`src/rtl/mem_line_bank.sv`:
```
// Bank of DEPTH lines, each WIDTH bits wide, with one shared write port, a registered read port and a line-by-line clear sweep.
// Optional per-line even parity with error injection is enabled by defining MEM_LINE_PARITY_EN.
module mem_line_bank #(
    parameter  int WIDTH  = 8,
    parameter  int DEPTH  = 4,
    localparam int ADDR_W = (DEPTH > 1) ? $clog2(DEPTH) : 1
) (
    input  logic              clock,
    input  logic              reset,
    input  logic              line_select,
    input  logic [ADDR_W-1:0] addr,
    input  logic [WIDTH-1:0]  data_in,
    input  logic              read_en,
    input  logic              write_en,
    input  logic              clear_req,
`ifdef MEM_LINE_PARITY_EN
    input  logic              inject_err,
    output logic              parity_err,
`endif
    output logic [WIDTH-1:0]  data_out,
    output logic              data_valid,
    output logic              busy
);

    typedef enum logic {
        IDLE  = 1'b0,
        CLEAR = 1'b1
    } state_t;

    localparam logic [ADDR_W:0]   DEPTH_EXT = (ADDR_W + 1)'(DEPTH);
    localparam logic [ADDR_W-1:0] LAST_IDX  = ADDR_W'(DEPTH - 1);

    state_t            state_reg;
    state_t            state_next;
    logic [ADDR_W-1:0] clr_idx_reg;
    logic [ADDR_W-1:0] clr_idx_next;

    logic              in_range;
    logic              wr_accept;
    logic              rd_accept;
    logic [WIDTH-1:0]  rd_data;
    logic [WIDTH-1:0]  line_mem [DEPTH];

    assign in_range = ({1'b0, addr} < DEPTH_EXT);

    always_ff @(posedge clock) begin
        if (!reset) begin
            state_reg   <= IDLE;
            clr_idx_reg <= '0;
        end else begin
            state_reg   <= state_next;
            clr_idx_reg <= clr_idx_next;
        end
    end

    always_comb begin
        state_next   = state_reg;
        clr_idx_next = clr_idx_reg;
        case (state_reg)
            IDLE: begin
                if (line_select && clear_req) begin
                    state_next   = CLEAR;
                    clr_idx_next = '0;
                end
            end
            CLEAR: begin
                if (clr_idx_reg == LAST_IDX) begin
                    state_next   = IDLE;
                    clr_idx_next = '0;
                end else begin
                    clr_idx_next = clr_idx_reg + 1'b1;
                end
            end
            default: begin
                state_next   = IDLE;
                clr_idx_next = '0;
            end
        endcase
    end

    // A clear request in the same cycle as a read or write takes priority and drops the access.
    always_comb begin
        busy      = (state_reg == CLEAR);
        wr_accept = 1'b0;
        rd_accept = 1'b0;
        if (state_reg == IDLE && line_select && !clear_req) begin
            wr_accept = write_en && in_range;
            rd_accept = read_en;
        end
    end

    assign rd_data = in_range ? line_mem[addr] : '0;

    always_ff @(posedge clock) begin
        if (!reset) begin
            data_out   <= '0;
            data_valid <= 1'b0;
        end else begin
            data_valid <= rd_accept;
            if (rd_accept) begin
                data_out <= rd_data;
            end
        end
    end

`ifdef MEM_LINE_PARITY_EN
    logic par_mem [DEPTH];
    logic rd_par_err;

    assign rd_par_err = in_range ? (par_mem[addr] ^ (^line_mem[addr])) : 1'b0;

    always_ff @(posedge clock) begin
        if (!reset) begin
            parity_err <= 1'b0;
        end else if (rd_accept) begin
            parity_err <= rd_par_err;
        end
    end
`endif

    // Each line is its own register so reset can zero the whole bank in one edge.
    generate
        for (genvar gi = 0; gi < DEPTH; gi++) begin : g_line
            logic [WIDTH-1:0] line_reg;

            always_ff @(posedge clock) begin
                if (!reset) begin
                    line_reg <= '0;
                end else if (busy && clr_idx_reg == ADDR_W'(gi)) begin
                    line_reg <= '0;
                end else if (wr_accept && addr == ADDR_W'(gi)) begin
                    line_reg <= data_in;
                end
            end

            assign line_mem[gi] = line_reg;

`ifdef MEM_LINE_PARITY_EN
            logic par_reg;

            always_ff @(posedge clock) begin
                if (!reset) begin
                    par_reg <= 1'b0;
                end else if (busy && clr_idx_reg == ADDR_W'(gi)) begin
                    par_reg <= 1'b0;
                end else if (wr_accept && addr == ADDR_W'(gi)) begin
                    par_reg <= (^data_in) ^ inject_err;
                end
            end

            assign par_mem[gi] = par_reg;
`endif
        end
    endgenerate

endmodule

```
`config.mk`:
```
export PLATFORM = sky130hd
export DESIGN_NAME = mem_line_bank
export DESIGN_NICKNAME = d
export VERILOG_FILES = /design/src/rtl/mem_line_bank.sv
export SDC_FILE = /design/constraint.sdc
export NUM_CORES = 1
export LEC_CHECK = 0
export ABC_CLOCK_PERIOD_IN_PS = 1500
export CAP_MARGIN = 20
export CORE_ASPECT_RATIO = 0.9
export CORE_MARGIN = 2
export CORE_UTILIZATION = 35
export DETAILED_ROUTE_END_ITERATION = 16
export PLACE_DENSITY = 0.62
export SLEW_MARGIN = 10
export SYNTH_ARGS = -nofsm -noshare
export SYNTH_HDL_FRONTEND = slang
export SYNTH_SLANG_ARGS = --single-unit
```
`constraint.sdc`:
```
create_clock -name clock -period 1.5 [get_ports clock]
set_clock_uncertainty 0.15 [all_clocks]
set_input_delay 0.3 -clock clock [delete_from_list [all_inputs] [get_ports clock]]
set_output_delay 0.3 -clock clock [all_outputs]
set_load 0.02 [all_outputs]
```
After elaboration in Yosys (flattened, before gate mapping)
Index checks and enable logic that the tools add are counted.

Register bits after elaboration: 44. Latch bits: 0. Memory bits (writable): 0. ROM bits: 0. Input port bits: 16. Output and inout bits: 10. Logic and storage cells: 49. Memories kept: 0.

Add/subtract/negate cells: 1. $mul: 0. Divide/modulo/power cells: 0. Magnitude comparators: 1. Equality and inequality tests: 7. Shift operators: 0. Multiplexer cells: 11. Bitwise gates (word level): 3. Reductions and logical operators: 18.

Operator list (number): $bmux W8 S2 (1); $mux W8 (2); $logic_and A1 B1 Y1 (11); $eq A2 B2 Y1 const B (4); $reduce_or A2 Y1 (4); $eq A2 B1 Y1 const B (2); $logic_not A2 Y1 (2); $mux W1 (4); $mux W2 (2); $pmux W2 S2 (1); $ge A3 B3 Y1 const B (1); $not A2 Y3 (1); $add A2 B1 Y2 const B (1); $ne A2 B2 Y1 const B (1); $not A1 Y1 (2); $pmux W1 S2 (1); $logic_not A1 Y1 (1).

Logic depth before layout (Yosys ltp)
Depth after elaboration: 5. Depth in mapped cells: 6. Depth with buffers taken out: 5.

Worst setup path after synthesis
Ideal clock, no wire load.

Kind: reg-to-reg. Start point: register state_reg, in the netlist busy. End point: register data_out[1]. Setup time: 0.117 ns. Data arrival time: 1.258 ns. Setup slack: -0.025 ns. Stages on the path, launching flop included: 6. Buffers on the path: 2. Clock period less this slack: 1.525 ns. Path through: dfxtp_1 > buf_6 > nor4bb_1 > nor2b_1 > buf_2 > a22o_1.

Cells in the longest elaborated chain, start to end: 4.

Ends and longest elaborated chain: start, declared (line 33) `state_t state_reg;`; start signal, assigned (line 51) `state_reg <= state_next;`; $not A1 Y1; $logic_and A1 B1 Y1 (2 in series) (line 86) `if (state_reg == IDLE && line_select && !clear_req) begin`; $mux W1 (line 86); end signal, assigned (line 101) `data_out <= rd_data;`; end, declared (line 20) `output logic [WIDTH-1:0] data_out,`.

Every way passes these cells. A chain may end at the register's enable or synchronous reset.

Final worst setup path
Start point: register state_reg, in the netlist busy. End point: register g_line[3].line_reg[2].

Cells in the longest elaborated chain, start to end: 5.

Ends and longest elaborated chain: $not A1 Y1; $logic_and A1 B1 Y1 (2 in series) (line 86); $mux W1 (line 86); $logic_and A1 B1 Y1 (line 131) `end else if (wr_accept && addr == ADDR_W'(gi)) begin`; end signal, assigned (line 132) `line_reg <= data_in;`; end, declared (line 124) `logic [WIDTH-1:0] line_reg;`.

Several ways; a longest one is shown, not always the timed one.

==> impl_metrics.env <==
export IMPL_status="finished clean"
export IMPL_worstPathCellList="buf_6 > and4bb_4 > buf_12 > nand3_1 > a21boi_1"
export IMPL_io_pins=26
export IMPL_ant_nets=0
export IMPL_die_x_um=84.2
export IMPL_start_util_pct=36.0
export IMPL_syn_area_um2=2030
export IMPL_drive_above_1_share_pct=22.7
export IMPL_area_delta_synth_final_pct=37.0
export IMPL_hpwl_um=3370
export IMPL_fin_nets=266
export IMPL_routedWlPerCell_um=16.8
export IMPL_viasPerCell=5.65
export IMPL_grtUsageTotal_pct=15.2
export IMPL_clkTransAtPathRegs_ns=0.09
export IMPL_grt_max_degree=33
export IMPL_dieArea_um2=6420
export IMPL_num_vias=1792
export IMPL_place_congestion=0.770
export IMPL_path_max_fanout=8
export IMPL_cts_hold_fix_buffers=0
export IMPL_antenna_found_initial=0
export IMPL_dr_pass1_iters=5
export IMPL_finalNonFillerCells=317
export IMPL_grt_overflow_total=0
export IMPL_min_period_ns=1.49
export IMPL_path_buf_inv=2
export IMPL_tns_ns=0
export IMPL_setup_violations=0
export IMPL_wirelength_um=5330
export IMPL_fin_total_pwr_mw=2.47
export IMPL_clk_path_buf_depth=2
export IMPL_peakVddDrop_mv=0.646
export IMPL_tightest_slew_ns=0.277
export IMPL_setup_worst_path_class="reg2reg"
export IMPL_yosysSeqAreaShare_pct=43.5
export IMPL_syn_instance_count=204
export IMPL_fp_coreArea_um2=5630
export IMPL_worst_endpoint_arrival_ns=1.57
export IMPL_crit_required_ns=1.58
export IMPL_dpl_cell_count=302
export IMPL_root_buffer="clkbuf_8"
export IMPL_power_leakage_nw=1.09
export IMPL_yosysWarnings=0
export IMPL_largest_reg_flops=32
export IMPL_synth_distinct_cells=28
export IMPL_antenna_cells=0
export IMPL_fin_ws_ns=0.00824
export IMPL_fmax_mhz=670
export IMPL_numClockSinks=44
export IMPL_critPathSlowestCell="and4bb_4"
export IMPL_postPlaceCellArea_um2=2500
export IMPL_whs_ns=0.241
export IMPL_cp_start_kind="flop"
export IMPL_die_h_um=76.2
export IMPL_cts_tree="yes"
export IMPL_r2r_slack_ns=0.008
export IMPL_p_per_area_nw_per_um2=889
export IMPL_post_place_ws_ns=-0.479
export IMPL_grt_pass1_wl_um=7820
export IMPL_row_count=26
export IMPL_maxCapViolations=0
export IMPL_grt_pass1_vias=1550
export IMPL_crit_family="simple AND/OR/NAND/NOR gates"
export IMPL_hold_class="in2reg"
export IMPL_hold_viol=0
export IMPL_post_route_period_util_pct=99.5
export IMPL_rsz0062_at_grt="true"
export IMPL_crit_path_end_kind="flop"
export IMPL_finalMaxSlewViolations=0
export IMPL_drt_initial_drc_count=151
export IMPL_clock_latency_ns=0.30
export IMPL_synth_fp_nets=224
export IMPL_cts_htree_levels=2
export IMPL_cts_made_buffers=5
export IMPL_ys_ff_latch=44
export IMPL_final_util_pct=49.4
export IMPL_fillers=538
export IMPL_drc=0
export IMPL_critPathMaxStageDelay_ns=0.41
export IMPL_max_slew_margin_rel_pct=81.3
export IMPL_port_buffers=25
export IMPL_design_area_um2=2780
export IMPL_avgSynthCellArea_um2=9.94
worst register-to-register path: stages, from the launching register on:
cell and delay (ns):
dfxtp_4 0.37, buf_6 0.11, and4bb_4 0.41, buf_12 0.15, nand3_1 0.08, a21boi_1 0.15
synthesized netlist by cell type:
cell	n	share of area (%)
buf_4	5	1.9
and2_1	2	0.62
nand2_1	10	1.9
and4bb_1	1	0.62
a22o_1	8	3.5
clkbuf_1	7	1.3
a21boi_0	3	1.1
ha_1	4	2.5
nor4bb_1	1	0.49
buf_6	1	0.56
mux4_2	8	8.9
buf_2	5	1.2
nor2b_1	5	1.5
a22oi_1	1	0.37
a211o_1	1	0.43
o311ai_1	2	0.86
a21boi_2	1	0.56
nand4_1	8	2.5
nor2_1	2	0.37
a21oi_1	1	0.25
o311ai_0	6	2.6
nand4bb_1	1	0.56
inv_1	2	0.37
a21boi_1	25	9.3
dfxtp_1	44	43
nand2b_1	2	0.62
o21ai_0	24	5.9
nand3_1	24	5.9
per-layer routing:
layer | GRT usage (%) | wire [um]
met1 | 22.0 | 2410
met2 | 22.3 | 2460
met3 | 4.12 | 397
met4 | 4.19 | 65
met5 | 0 | 0
cell type report:
| type | instances | area (um2) | share of cell area [%] |
|---|---|---|---|
| clock inverter | 3 | 46.3 | 1.67 |
| sequential | 44 | 886 | 31.9 |
| clock buffer | 5 | 68.8 | 2.48 |
| timing repair buffer | 53 | 591 | 21.3 |
| multi-input combinational | 140 | 1090 | 39.3 |
| inverter | 2 | 7.51 | 0.270 |
| tap | 70 | 87.6 | 3.15 |
cells in the final DEF, fill, tap and decap left out, drive strengths merged:
cell / netlist / routed
a22o: 8 / 8
clkdlybuf4s50: 0 / 10
nor4bb: 1 / 1
bufbuf: 0 / 1
buf: 11 / 25
clkbuf: 7 / 8
nor2b: 5 / 5
clkinvlp: 0 / 1
nand2: 10 / 10
a21boi: 29 / 29
nand4: 8 / 8
and4bb: 1 / 1
a211o: 1 / 1
nand4bb: 1 / 1
nand3: 24 / 24
a21oi: 1 / 1
dfxtp: 44 / 44
and2: 2 / 2
o311ai: 8 / 8
nor2: 2 / 2
inv: 2 / 3
dlymetal6s2s: 0 / 3
a22oi: 1 / 1
mux4: 8 / 8
bufinv: 0 / 1
dlygate4sd2: 0 / 11
nand2b: 2 / 2
ha: 4 / 4
o21ai: 24 / 24
worst paths after layout:
path | start | to | cells past startpoint
min reg2reg | g_line[0].line_reg[3] | g_line[0].line_reg[3] | 2
min | reset | clr_idx_reg[1] | 2
max | busy | g_line[3].line_reg[2] | 5
max reg2reg | busy | g_line[3].line_reg[2] | 5
logic make-up after synthesis:
kind of cell,share of synthesized area (%)
AOI/OAI and AO/OA,24.8
DFF,43.5
and+or+nand+nor,15.1
buffers and inverters,5.31
muxes,8.89
adders and majority gates,2.47
power by group:
group	internal, mW	total [mW]	switching [mW]
logic	0.170	0.328	0.158
registers	1.18	1.19	0.0118
clock network	0.502	0.946	0.444
timing repair:
item,CTS,global route
endpoints found under the setup margin,49,38
buffers inserted,0,1
gates cloned,1,5
gates resized for setup,18,19
pin swaps,1,5
No activity file was read; power rests on OpenSTA's default activity.
